==> config.mk <==
export PLATFORM = sky130hd
export DESIGN_NAME = channel_tx_arbiter
export DESIGN_NICKNAME = d
export VERILOG_FILES = /design/src/rtl/channel_tx_arbiter_pkg.sv /design/src/rtl/channel_tx_arbiter_rr_picker.sv /design/src/rtl/channel_tx_arbiter.sv
export SDC_FILE = /design/constraint.sdc
export NUM_CORES = 1
export LEC_CHECK = 0
export ABC_AREA = 1
export CORE_MARGIN = 5
export CORE_UTILIZATION = 45
export DETAILED_ROUTE_END_ITERATION = 16
export PLACE_DENSITY = 0.77
export SETUP_SLACK_MARGIN = 0.1
export SLEW_MARGIN = 40
export SYNTH_ARGS = -nofsm -noshare
export SYNTH_HDL_FRONTEND = slang
export SYNTH_SLANG_ARGS = --single-unit
export TNS_END_PERCENT = 10
==> constraint.sdc <==
create_clock -name i_clk -period 2.4 [get_ports i_clk]
set_input_delay 0.36 -clock i_clk [delete_from_list [all_inputs] [get_ports i_clk]]
set_output_delay 0.36 -clock i_clk [all_outputs]
set_load 0.01 [all_outputs]
==> src/rtl/channel_tx_arbiter_pkg.sv <==
// Shared definitions for the channel transmit arbiter: FSM encoding and frame header layout.
package channel_tx_arbiter_pkg;

  typedef enum logic [1:0] {
    StIdle = 2'd0,
    StHdr  = 2'd1,
    StData = 2'd2,
    StCsum = 2'd3
  } state_e;

  localparam logic [3:0] SyncDefault = 4'hA;
  localparam int unsigned HdrIdxW    = 4;

  // Header byte: sync pattern in the high nibble, channel index in the low nibble.
  function automatic logic [7:0] make_hdr(input logic [3:0] sync, input logic [HdrIdxW-1:0] idx);
    return {sync, idx};
  endfunction

endpackage

==> src/rtl/channel_tx_arbiter_rr_picker.sv <==
// Combinational round-robin picker: first requester after the pointer, wrapping modulo CH_NO.
module channel_tx_arbiter_rr_picker
  import channel_tx_arbiter_pkg::*;
#(
  parameter int unsigned CH_NO = 4
) (
  input  logic [CH_NO-1:0]   i_req,
  input  logic [HdrIdxW-1:0] i_ptr,
  output logic [HdrIdxW-1:0] o_winner,
  output logic               o_any
);

  always_comb begin
    int unsigned idx;
    idx      = 0;
    o_winner = '0;
    o_any    = 1'b0;
    for (int unsigned i = 1; i <= CH_NO; i++) begin
      idx = (32'(i_ptr) + i) % CH_NO;
      if (!o_any && i_req[idx]) begin
        o_any    = 1'b1;
        o_winner = HdrIdxW'(idx);
      end
    end
  end

endmodule

==> src/rtl/channel_tx_arbiter.sv <==
// Round-robin arbiter framing channel words into header/data/checksum bytes for a UART byte stage.
module channel_tx_arbiter
  import channel_tx_arbiter_pkg::*;
#(
  parameter int unsigned CH_NO    = 4,
  parameter int unsigned WORD_W   = 32,
  parameter bit          CHECKSUM = 1'b1,
  parameter logic [3:0]  SYNC     = SyncDefault
) (
  input  logic                      i_clk,
  input  logic                      i_rst,
  input  logic [CH_NO*WORD_W-1:0]   ch_data,
  input  logic [CH_NO-1:0]          ch_available,
  input  logic [CH_NO-1:0]          ch_enable,
  output logic [CH_NO-1:0]          ch_read,
  output logic [7:0]                tx_data,
  output logic                      tx_valid,
  input  logic                      tx_ready,
  output logic                      busy,
  output logic [HdrIdxW-1:0]        grant_idx,
  output logic [15:0]               frame_count
);

  localparam int unsigned NBytes = WORD_W / 8;
  localparam int unsigned CntW   = (NBytes > 1) ? $clog2(NBytes) : 1;
  localparam logic [CntW-1:0] CntLast = CntW'(NBytes - 1);

  state_e              r_state;
  logic [WORD_W-1:0]   r_word;
  logic [7:0]          r_csum;
  logic [CntW-1:0]     r_cnt;
  logic [HdrIdxW-1:0]  r_ptr;
  logic [HdrIdxW-1:0]  r_grant_idx;
  logic [CH_NO-1:0]    r_ch_read;
  logic [7:0]          r_tx_data;
  logic                r_tx_valid;
  logic                r_busy;
  logic [15:0]         r_frame_count;

  logic [CH_NO-1:0]    w_req;
  logic [HdrIdxW-1:0]  w_winner;
  logic                w_any;
  logic [WORD_W-1:0]   w_sel_word;
  logic [CH_NO-1:0]    w_onehot;
  logic [CntW-1:0]     w_cnt_dec;
  logic [7:0]          w_next_byte;
  logic                w_accept;
  logic                w_done;

  assign w_req = ch_available & ch_enable;

  channel_tx_arbiter_rr_picker #(
    .CH_NO (CH_NO)
  ) u_picker (
    .i_req    (w_req),
    .i_ptr    (r_ptr),
    .o_winner (w_winner),
    .o_any    (w_any)
  );

  always_comb begin
    w_sel_word = '0;
    w_onehot   = '0;
    for (int unsigned k = 0; k < CH_NO; k++) begin
      if (w_winner == HdrIdxW'(k)) begin
        w_sel_word  = ch_data[k*WORD_W +: WORD_W];
        w_onehot[k] = 1'b1;
      end
    end
  end

  assign w_cnt_dec = r_cnt - CntW'(1);

  // Byte presented after the current data byte is accepted (MSB first, counting down).
  always_comb begin
    w_next_byte = '0;
    for (int unsigned k = 0; k < NBytes; k++) begin
      if (w_cnt_dec == CntW'(k)) w_next_byte = r_word[8*k +: 8];
    end
  end

  assign w_accept = r_tx_valid && tx_ready;
  assign w_done   = w_accept && ((r_state == StCsum) ||
                                 (r_state == StData && r_cnt == '0 && !CHECKSUM));

  always_ff @(posedge i_clk) begin
    if (i_rst) begin
      r_state       <= StIdle;
      r_word        <= '0;
      r_csum        <= '0;
      r_cnt         <= '0;
      r_ptr         <= HdrIdxW'(CH_NO - 1);
      r_grant_idx   <= '0;
      r_ch_read     <= '0;
      r_tx_data     <= '0;
      r_tx_valid    <= 1'b0;
      r_busy        <= 1'b0;
      r_frame_count <= '0;
    end else begin
      r_ch_read <= '0;
      unique case (r_state)
        StIdle: begin
          if (w_any) begin
            r_word      <= w_sel_word;
            r_grant_idx <= w_winner;
            r_ch_read   <= w_onehot;
            r_ptr       <= w_winner;
            r_csum      <= '0;
            r_tx_data   <= make_hdr(SYNC, w_winner);
            r_tx_valid  <= 1'b1;
            r_busy      <= 1'b1;
            r_state     <= StHdr;
          end
        end
        StHdr: begin
          if (w_accept) begin
            r_csum    <= r_csum ^ r_tx_data;
            r_cnt     <= CntLast;
            r_tx_data <= r_word[WORD_W-1 -: 8];
            r_state   <= StData;
          end
        end
        StData: begin
          if (w_accept) begin
            r_csum <= r_csum ^ r_tx_data;
            if (r_cnt != '0) begin
              r_cnt     <= w_cnt_dec;
              r_tx_data <= w_next_byte;
            end else if (CHECKSUM) begin
              // Checksum must include the byte being accepted right now.
              r_tx_data <= r_csum ^ r_tx_data;
              r_state   <= StCsum;
            end
          end
        end
        StCsum: begin
          r_state <= StCsum;
        end
        default: r_state <= StIdle;
      endcase
      if (w_done) begin
        r_tx_valid    <= 1'b0;
        r_tx_data     <= '0;
        r_busy        <= 1'b0;
        r_frame_count <= r_frame_count + 16'd1;
        r_state       <= StIdle;
      end
    end
  end

  assign ch_read     = r_ch_read;
  assign tx_data     = r_tx_data;
  assign tx_valid    = r_tx_valid;
  assign busy        = r_busy;
  assign grant_idx   = r_grant_idx;
  assign frame_count = r_frame_count;

endmodule

==> Word-level counts from Yosys, hierarchy flattened <==
Index checks and enable logic that the tools add are counted.
{ "totals": {"ff_bits": 79, "input_bits": 139, "out_inout_bits": 34, "word_cells": 107} }
{ "classes": {"add_sub_neg": 6, "magnitude_cmp": 4, "eq_ne": 15, "muxes": 45, "bitwise": 4, "reduce_logical": 23} }
{ "ops": {"columns": ["cell", "count"], "rows": [
  ["$mux 32", 4],
  ["$mux 8", 10],
  ["$pmux 8 s3", 1],
  ["$add 16x1->16 const B", 1],
  ["$mux 2", 8],
  ["$pmux 8 s2", 1],
  ["$lt 2x3->1 const B", 4],
  ["$mux 1", 12],
  ["$mux 4", 3],
  ["$reduce_and 4->1", 3],
  ["$bmux 1 s2", 4],
  ["$eq 2x2->1 const B", 4],
  ["$eq 4x2->1 const B", 2],
  ["$pmux 2 s4", 1],
  ["$xor 8x8->8", 1],
  ["$ne 2x1->1 const B", 3],
  ["$ne 2x2->1 const B", 3],
  ["$reduce_bool 2->1", 3],
  ["$logic_and 1x1->1", 5],
  ["$add 2x1->2 const B", 2],
  ["$add 2x2->2 const B", 2],
  ["$and 4x4->4", 1],
  ["$eq 2x1->1 const B", 2],
  ["$eq 4x1->1 const B", 1],
  ["11 further kinds", 16]
]} }

==> Logic depth before layout (Yosys ltp) <==
Gate-level depths: netlist of run 1.
{ "logic_depth": {"ltp_word": 18, "depth_mapped": 17, "depth_no_buf": 15} }

==> Hierarchy <==
From an unflattened synthesis of run 1, not the netlist that was laid out.
{ "hier_totals": {"hier_cells": 797, "area_unflattened_um2": 5345.1} }
{ "by_module_without_submodules": {"columns": ["module", "n_inst", "cells_each", "area_per_inst_um2", "seq_area_each_um2"], "rows": [
  ["channel_tx_arbiter", 1, 742, 5054.8, 1581.5],
  ["channel_tx_arbiter_rr_picker", 1, 55, 290.3, 0.0]
]} }

==> Worst setup path before layout of run 1 <==
Ideal clock, no wire load.
{ "synth_timing": {"kind": "register to register", "from": "register r_state[0]", "to": "register r_csum[5]", "t_arrival_ps": 1814, "slack_ps": 469, "stages_incl_launch_ff": 11, "path_buffers": 2, "period_less_slack_ps": 1931, "cell_sequence": "dfxtp_1 -> inv_1 -> ha_1 -> clkbuf_1 -> nor2_1 -> a21oi_1 -> nand2_1 -> inv_1 -> clkbuf_1 -> o21ai_0 -> o211a_1"} }
{ "synth_via": {"elab_chain_cells": 4, "elab_cells_between_ends": 9, "classes_between": "eq/ne (4); mux (1); reduce/logical (4)"} }
{ "synth_rtl": {"columns": ["item", "line_no", "rtl"], "rows": [
  ["start: declaration", "channel_tx_arbiter.sv:28", "state_e r_state;"],
  ["start signal: assignment", "channel_tx_arbiter.sv:88", "r_state <= StIdle;"],
  ["start signal: assignment", "channel_tx_arbiter.sv:112", "r_state <= StHdr;"],
  ["start signal: assignment", "channel_tx_arbiter.sv:120", "r_state <= StData;"],
  ["$eq 2x2->1 / $eq 2x1->1 (equally long branches)", "channel_tx_arbiter.sv:101", "unique case (r_state)"],
  ["$reduce_or 2->1 (no source line)", null, null],
  ["$ne 2x1->1 (no source line) / $reduce_bool 2->1 (equally long branches)", null, null],
  ["$reduce_and 3->1 (no source line)", null, null],
  ["end signal: assignment", "channel_tx_arbiter.sv:117", "r_csum <= r_csum ^ r_tx_data;"],
  ["end signal: assignment", "channel_tx_arbiter.sv:125", "r_csum <= r_csum ^ r_tx_data;"],
  ["end: declaration", "channel_tx_arbiter.sv:30", "logic [7:0] r_csum;"]
]} }
Several ways; a longest one is shown, not always the timed one.
A chain may end at the register's enable or synchronous reset.

==> Final worst setup path of run 1 <==
{ "layout_timing": {"from": "register r_ptr[0]", "to": "register r_word[9]"} }
{ "layout_via": {"elab_chain_cells": 18, "elab_cells_between_ends": 35, "classes_between": "add/sub (4); eq/ne (3); mux (20); reduce/logical (8)"} }
{ "layout_rtl": {"columns": ["item", "line_no", "rtl"], "rows": [
  ["start: declaration", "channel_tx_arbiter.sv:32", "logic [HdrIdxW-1:0] r_ptr;"],
  ["start signal: assignment", "channel_tx_arbiter.sv:92", "r_ptr <= HdrIdxW'(CH_NO - 1);"],
  ["start signal: assignment", "channel_tx_arbiter.sv:107", "r_ptr <= w_winner;"],
  ["$add 2x1->2", "channel_tx_arbiter_rr_picker.sv:19", "idx = (32'(i_ptr) + i) % CH_NO;"],
  ["$bmux 1 s2", "channel_tx_arbiter_rr_picker.sv:20", "if (!o_any && i_req[idx]) begin"],
  ["$mux 1 (implied by the code)", "channel_tx_arbiter_rr_picker.sv:20", null],
  ["$mux 1", "channel_tx_arbiter_rr_picker.sv:20", null],
  ["$logic_not 1->1", "channel_tx_arbiter_rr_picker.sv:20", null],
  ["$logic_and 1x1->1", "channel_tx_arbiter_rr_picker.sv:20", null],
  ["$mux 1", "channel_tx_arbiter_rr_picker.sv:20", null],
  ["$logic_not 1->1", "channel_tx_arbiter_rr_picker.sv:20", null],
  ["$logic_and 1x1->1", "channel_tx_arbiter_rr_picker.sv:20", null],
  ["$mux 1", "channel_tx_arbiter_rr_picker.sv:20", null],
  ["$logic_not 1->1", "channel_tx_arbiter_rr_picker.sv:20", null],
  ["$logic_and 1x1->1", "channel_tx_arbiter_rr_picker.sv:20", null],
  ["$mux 4", "channel_tx_arbiter_rr_picker.sv:20", null],
  ["$logic_not 4->1", "channel_tx_arbiter.sv:65", "if (w_winner == HdrIdxW'(k)) begin"],
  ["$mux 32 (4 in a row)", "channel_tx_arbiter.sv:65", null],
  ["end signal: assignment", "channel_tx_arbiter.sv:104", "r_word <= w_sel_word;"],
  ["end: declaration", "channel_tx_arbiter.sv:29", "logic [WORD_W-1:0] r_word;"]
]} }
Several ways; a longest one is shown, not always the timed one. The select of a mux whose other input is x is not followed.

==> results.cfg, run 1 <==
[run_status]
outcome = completed

[finish]
layout_common_cells = 176 x nand2_1, 170 x clkdlybuf4s50_1, 104 x nand3_1, 77 x dfxtp_1, 64 x inv_1
area_growth_pct = 42.6
nets = 1065
multi_input_area_um2 = 2930
mostFrequentLayoutCell = nand2_1
seq_area_um2 = 1540
fillers = 983
antenna_cells = 0
drive_gt1_share_pct = 7.39
fin_area_um2 = 7090

[cts]
clockBufferDepth = 2
cts_tree = done
cts_made_buffers = 9
clock_latency_ns = 0.35
cts_hold_buf = 0
clockRootBuffer = clkbuf_8
ctsHtreeMaxLevel = 3
clkTransAtPathRegs_ns = 0.08
cts_sinks = 77

[pwr]
leakage_uw = 0.00304
seq_power_share_pct = 20.4
ir_drop_mv = 1.04
p_sw_share_pct = 49.1
intPower_uw = 4600
p_comb_share_pct = 69.1
p_switching_uw = 4430
clkPwrFrac_pct = 10.5
power_density_nw_per_um2 = 1270

[worst_hold_path]
min-delay-start = r_word[8]$_SDFFE_PP0N_
hp-class = flip-flop to flip-flop

[global_routing]
grt-ovfl-total = 0
grt_util_all_layers_pct = 22.7
grt_pass1_wl_um = 24700
antenna_found_initial = 0
grt_max_degree = 71
grt_pass1_vias = 5406

[detailed_routing]
vias_per_cell = 5.33
antenna_left = 0
dr.first_iter.drc_count = 406
dr.pass1.iters = 5
wirelength_um = 15400
via_count = 5653
drc = 0
wire_per_inst_um = 14.6

[sta]
post-route-period-util_pct = 92.6
rsz0062_at_grt = true
fmaxAchievable_mhz = 450
worst_slack_ns = 0.178
worstMarginPinSlew_ns = 0.520
clock-skew-final_ns = 0.0114
relSlewSlack_pct = 65.2
slew_viol_final = 0
finalSetupViolations = 0
hold_viol = 0
period_needed_ns = 2.22
hold_slack_ns = 0.468

[floorplanning]
dieArea_um2 = 13300
die_h_um = 115
start_util_pct = 45.9
core_area_um2 = 10800
die_w_um = 115
io_pins = 173
placementRows = 38

[setup_path]
critPathSlowestCell = nor2_4
cp_slowest_stage_delay_ns = 0.43
crit_type = flip-flop to flip-flop
cpLargestDelayFamily = simple AND/OR/NAND/NOR gates
end_kind = flip-flop
worstReg2RegStart = r_ptr[0]$_SDFFE_PP1N_
crit_top_cell = nand2_1
worstSetupStartpoint = r_ptr[0]$_SDFFE_PP1N_
cp_max_fo = 14
start_kind = flip-flop
path_buf_inv = 2
path_cells = inv_2 -> nand2_1 -> nand2_1 -> nand2_1 -> nand2_1 -> inv_2 -> nand3_2 -> nand2_1 -> nor2_4 -> nand3_1 -> nand3_1 -> nand2_1 -> a21oi_1
required_ns = 2.67
crit_arrival_ns = 2.50

[place]
dp_hpwl_um = 12100
gp_congestion = 0.943
portBuffers = 170
post-place-ws_ns = -0.151
placed_area_um2 = 6860

[yosys]
synthArstFlopShare_pct = 0
synth_edf_count = 0
synth_warnings = 0
synth_seq_cells = 77
yosysSeqAreaShare_pct = 31.0
netlist.area_leader.share_pct = 31.0
ys.flop_type = dfxtp_1
synth_area_um2 = 4970
yosysTopAreaCell = dfxtp_1
postSynthCellCount = 749
synth_area_leaders = dfxtp_1 31%, nand2_1 13%, nand3_1 10%
yosys.cell_types.count = 37
syn_area_per_cell_um2 = 6.64

[flow_run]
max-cap-violations = 0
==> cell type report <==
class,count,share of cell area [%]
Multi-Input combinational cell,556,41.3
Sequential cell,77,21.7
Clock buffer,10,1.80
Tap cell,140,2.47
Timing Repair Buffer,201,28.1
Clock inverter,6,0.899
Inverter,70,3.70
==> kinds of logic (layout without fill, tap and decap cells) <==
logic type                 after synthesis  after routing  share of synthesized area [%]
and+or+nand+nor                        374            375                           34.4
AOI/OAI and AO/OA                      160            160                           19.6
buffers and inverters                  118            287                           10.8
DFF                                     77             77                           31.0
adders and majority gates               11             11                           2.77
xor gates and xnor gates                 8              8                           1.41
other                                    1              2                         0.0754
==> sequential cells by signal, summed over array words and instances, names as in the netlist, 4 cells and up <==
signal	flops
frame_count	16
r_csum	8
ch_read	4
tx_data	8
r_word	32
==> repair_timing <==
item,in CTS,in global routing
hold endpoints to repair,0,0
endpoints found under the setup margin,0,33
buffers inserted,0,1
resized for setup,0,3
==> metrics by stage <==
step                      utilization, %  power (µW)  TNS, ns  cells
final                               65.4        9030        0   1060
after global routing                65.4        9890        0   1060
after CTS                           65.1        8860        0   1058
after detailed placement            63.3        7890    -3.12   1042
after global placement              63.3        7730   -0.545   1042
after floorplan                        -        6230        0    750
==> cell usage after synthesis (all sizes together) (11+ instances only) <==
| cell | number |
|---|---|
| nand3 | 107 |
| buf | 33 |
| o21ai | 49 |
| dfxtp | 77 |
| nand3b | 24 |
| nor2 | 46 |
| clkbuf | 15 |
| a21oi | 57 |
| nor3 | 11 |
| ha | 11 |
| o21bai | 23 |
| inv | 70 |
| nand2 | 178 |
==> power groups by stage <==
stage / Sequential, µW / Combinational, µW / Clock [µW]
floorplan: 1820 / 4410 / 0
finish: 1840 / 6240 / 952
global route: 1880 / 6980 / 1040
global placement: 1850 / 5880 / 0
detailed placement: 1860 / 6030 / 0
CTS: 1830 / 6050 / 976
==> worst paths after layout <==
check / to / slack (ns) / cells past startpoint
max: r_word[9]$_SDFFE_PP0N_ / 0.18 / 13
min: r_word[8]$_SDFFE_PP0N_ / 0.47 / 2
max reg2reg: r_word[9]$_SDFFE_PP0N_ / 0.18 / 13
min reg2reg: r_word[8]$_SDFFE_PP0N_ / 0.47 / 2
==> worst reg2reg max path: stages (launching register included) <==
cell and delay, ns:
dfxtp_1 0.32, inv_2 0.19, nand2_1 0.13, nand2_1 0.13, nand2_1 0.06, nand2_1 0.12
inv_2 0.08, nand3_2 0.09, nand2_1 0.20, nor2_4 0.43, nand3_1 0.13, nand3_1 0.11
nand2_1 0.05, a21oi_1 0.13
==> metal layers <==
layer	GRT usage, %	vias up	routed length (µm)
li1	-	2843	-
met1	27.8	2536	6440
met2	40.0	244	7540
met3	4.53	30	1160
met4	7.28	0	291
met5	0	-	0
(Power assumes the default switching activity.)
==> run 2: changes to the inputs <==
- CORE_UTILIZATION: 45 -> 25
- PLACE_DENSITY: 0.77 -> 0.46
==> results.cfg, run 2 (synthesized netlist as in run 1, its figures left out) <==
[run_status]
outcome = completed

[setup_path]
end_kind = flip-flop
critPathSlowestCell = clkdlybuf4s50_1
ff2ff_setup_slack_ns = 0.22
cp_max_fo = 8
start_kind = input pin
cp_slowest_stage_delay_ns = 0.48
crit_top_cell = nand2_1
cpLargestDelayFamily = simple AND/OR/NAND/NOR gates
required_ns = 2.67
path_buf_inv = 3
worstReg2RegStart = r_ptr[0]$_SDFFE_PP1N_
crit_type = input pin to flip-flop
crit_arrival_ns = 2.46
r2r-end = r_word[12]$_SDFFE_PP0N_
path_cells = clkdlybuf4s50_1 -> nand3_1 -> nand2_1 -> nand2_1 -> buf_4 -> nand2_2 -> nor2_4 -> nand4_1 -> nand3_4 -> buf_12 -> nor2_4 -> nand2_1 -> nand2_2 -> nand2_1 -> a21oi_1
ff2ff_path_depth = 15

[detailed_routing]
via_count = 5639
dr.first_iter.drc_count = 241
wire_per_inst_um = 15.4
drc = 0
dr.pass1.iters = 4
vias_per_cell = 4.59
wirelength_um = 18900
antenna_left = 0

[finish]
drive_gt1_share_pct = 13.5
mostFrequentLayoutCell = clkdlybuf4s50_1
fin_area_um2 = 7900
nets = 1108
top_register = r_word
antenna_cells = 0
layout_common_cells = 169 x clkdlybuf4s50_1, 164 x nand2_1, 104 x nand3_1, 74 x dfxtp_1, 64 x inv_1
area_growth_pct = 58.8
largest_reg_flops = 32

[global_routing]
grt_max_degree = 41
grt-ovfl-total = 0
grt_pass1_vias = 5515
grt_pass1_wl_um = 28800
grt_util_all_layers_pct = 16.1
antenna_found_initial = 0

[floorplanning]
die_w_um = 151
start_util_pct = 25.5
die_h_um = 151
dieArea_um2 = 22800
core_area_um2 = 19500
placementRows = 51
io_pins = 173

[pwr]
power_density_nw_per_um2 = 1400
p_switching_uw = 5020
clkPwrFrac_pct = 14.2
intPower_uw = 6070
p_sw_share_pct = 45.3
seq_power_share_pct = 16.8
leakage_uw = 0.00337
p_comb_share_pct = 69.0
ir_drop_mv = 0.538

[flow_run]
max-cap-violations = 0

[sta]
rsz0062_at_grt = true
tns_ns = 0
finalSetupViolations = 0
slew_viol_final = 0
period_needed_ns = 2.19
post-route-period-util_pct = 91.3
clock-skew-final_ns = 0.00783
worst_slack_ns = 0.210
hold_viol = 0
fmaxAchievable_mhz = 457

[worst_hold_path]
hp-class = flip-flop to flip-flop
min_to = r_word[9]$_SDFFE_PP0N_
min-delay-start = r_word[9]$_SDFFE_PP0N_
whs_path_depth = 2

[place]
portBuffers = 170
gp_congestion = 0.788
post-place-ws_ns = -0.237
dp_hpwl_um = 14400
placed_area_um2 = 7310

[cts]
clkTransAtPathRegs_ns = 0.06
clockRootBuffer = clkbuf_16
cts_tree = done
cts_hold_buf = 0
clockBufferDepth = 2
clock_latency_ns = 0.34
ctsHtreeMaxLevel = 3
cts_sinks = 77
cts_made_buffers = 9
==> run 2: timing repair <==
item,4_1_cts,5_1_grt
pin swaps,1,8
gates resized for setup,0,34
gates cloned,0,5
setup endpoints to repair,17,37
buffers inserted,1,4
==> run 2: layout make-up <==
class                      count  area (µm²)
fill                        2090       11600
multi-input combinational    556        2980
timing repair buffer         244        2420
sequential                    77        1550
tap                          265         332
inverter                      70         268
clock buffer                  12         246
clock inverter                 4        95.1
==> run 2: per-stage QoR <==
stage | total power, µW | cells | hold WS (ns) | util [%]
after floorplan | 6230 | 750 | 0.442 | -
after global placement | 8790 | 1202 | 0.453 | 37.4
after detailed placement | 8810 | 1202 | 0.460 | 37.4
after CTS | 10500 | 1219 | 0.470 | 39.3
after global routing | 12000 | 1228 | 0.487 | 40.4
final | 11100 | 1228 | 0.471 | 40.4
==> run 2: layer usage <==
metal | vias up | share of wire [%] | wire [µm] | global-route usage, %
met4 | 0 | 1.4 | 259 | 3.94
met2 | 119 | 50 | 9340 | 28.5
met3 | 19 | 4.1 | 767 | 2.93
met1 | 2564 | 45 | 8490 | 20.2
met5 | - | 0 | 0 | 0
li1 | 2937 | - | - | -
==> run 2: worst max path at each step <==
stage,from,endpoint,slack (ns),cells past startpoint
global placement,ch_available[1],r_word[18]$_SDFFE_PP0N_,-0.23,16
CTS,ch_available[1],r_word[27]$_SDFFE_PP0N_,0.10,17
finish,ch_available[3],r_word[27]$_SDFFE_PP0N_,0.21,15
detailed placement,ch_enable[1],r_word[27]$_SDFFE_PP0N_,-0.24,17
floorplan,r_state[0]$_SDFFE_PP0P_,r_csum[5]$_SDFFE_PP0P_,0.47,10
global route,ch_available[0],r_word[18]$_SDFFE_PP0N_,0.04,16
==> run 2: tightest hold or removal path, delay by kind of cell, from the launching register on <==
kind            cells  cell delay [ns]
compound gates      1             0.05
flops               1             0.31
simple gates        1             0.06
==> run 2: power by group through the flow <==
stage / combinational (µW) / clock [µW] / sequential, µW
after floorplan: 4410 / 0 / 1820
after global placement: 6910 / 0 / 1870
after detailed placement: 6940 / 0 / 1870
after CTS: 7020 / 1630 / 1850
after global routing: 8460 / 1690 / 1900
final: 7640 / 1580 / 1860
==> run 3: changes to the inputs <==
- ABC_CLOCK_PERIOD_IN_PS: not set -> 2400
- CTS_CLUSTER_SIZE: not set -> 14
- SLEW_MARGIN: 40 -> 20
==> results of run 3 <==
Same layout as run 2: the final DEF is identical, and so are final timing and power.
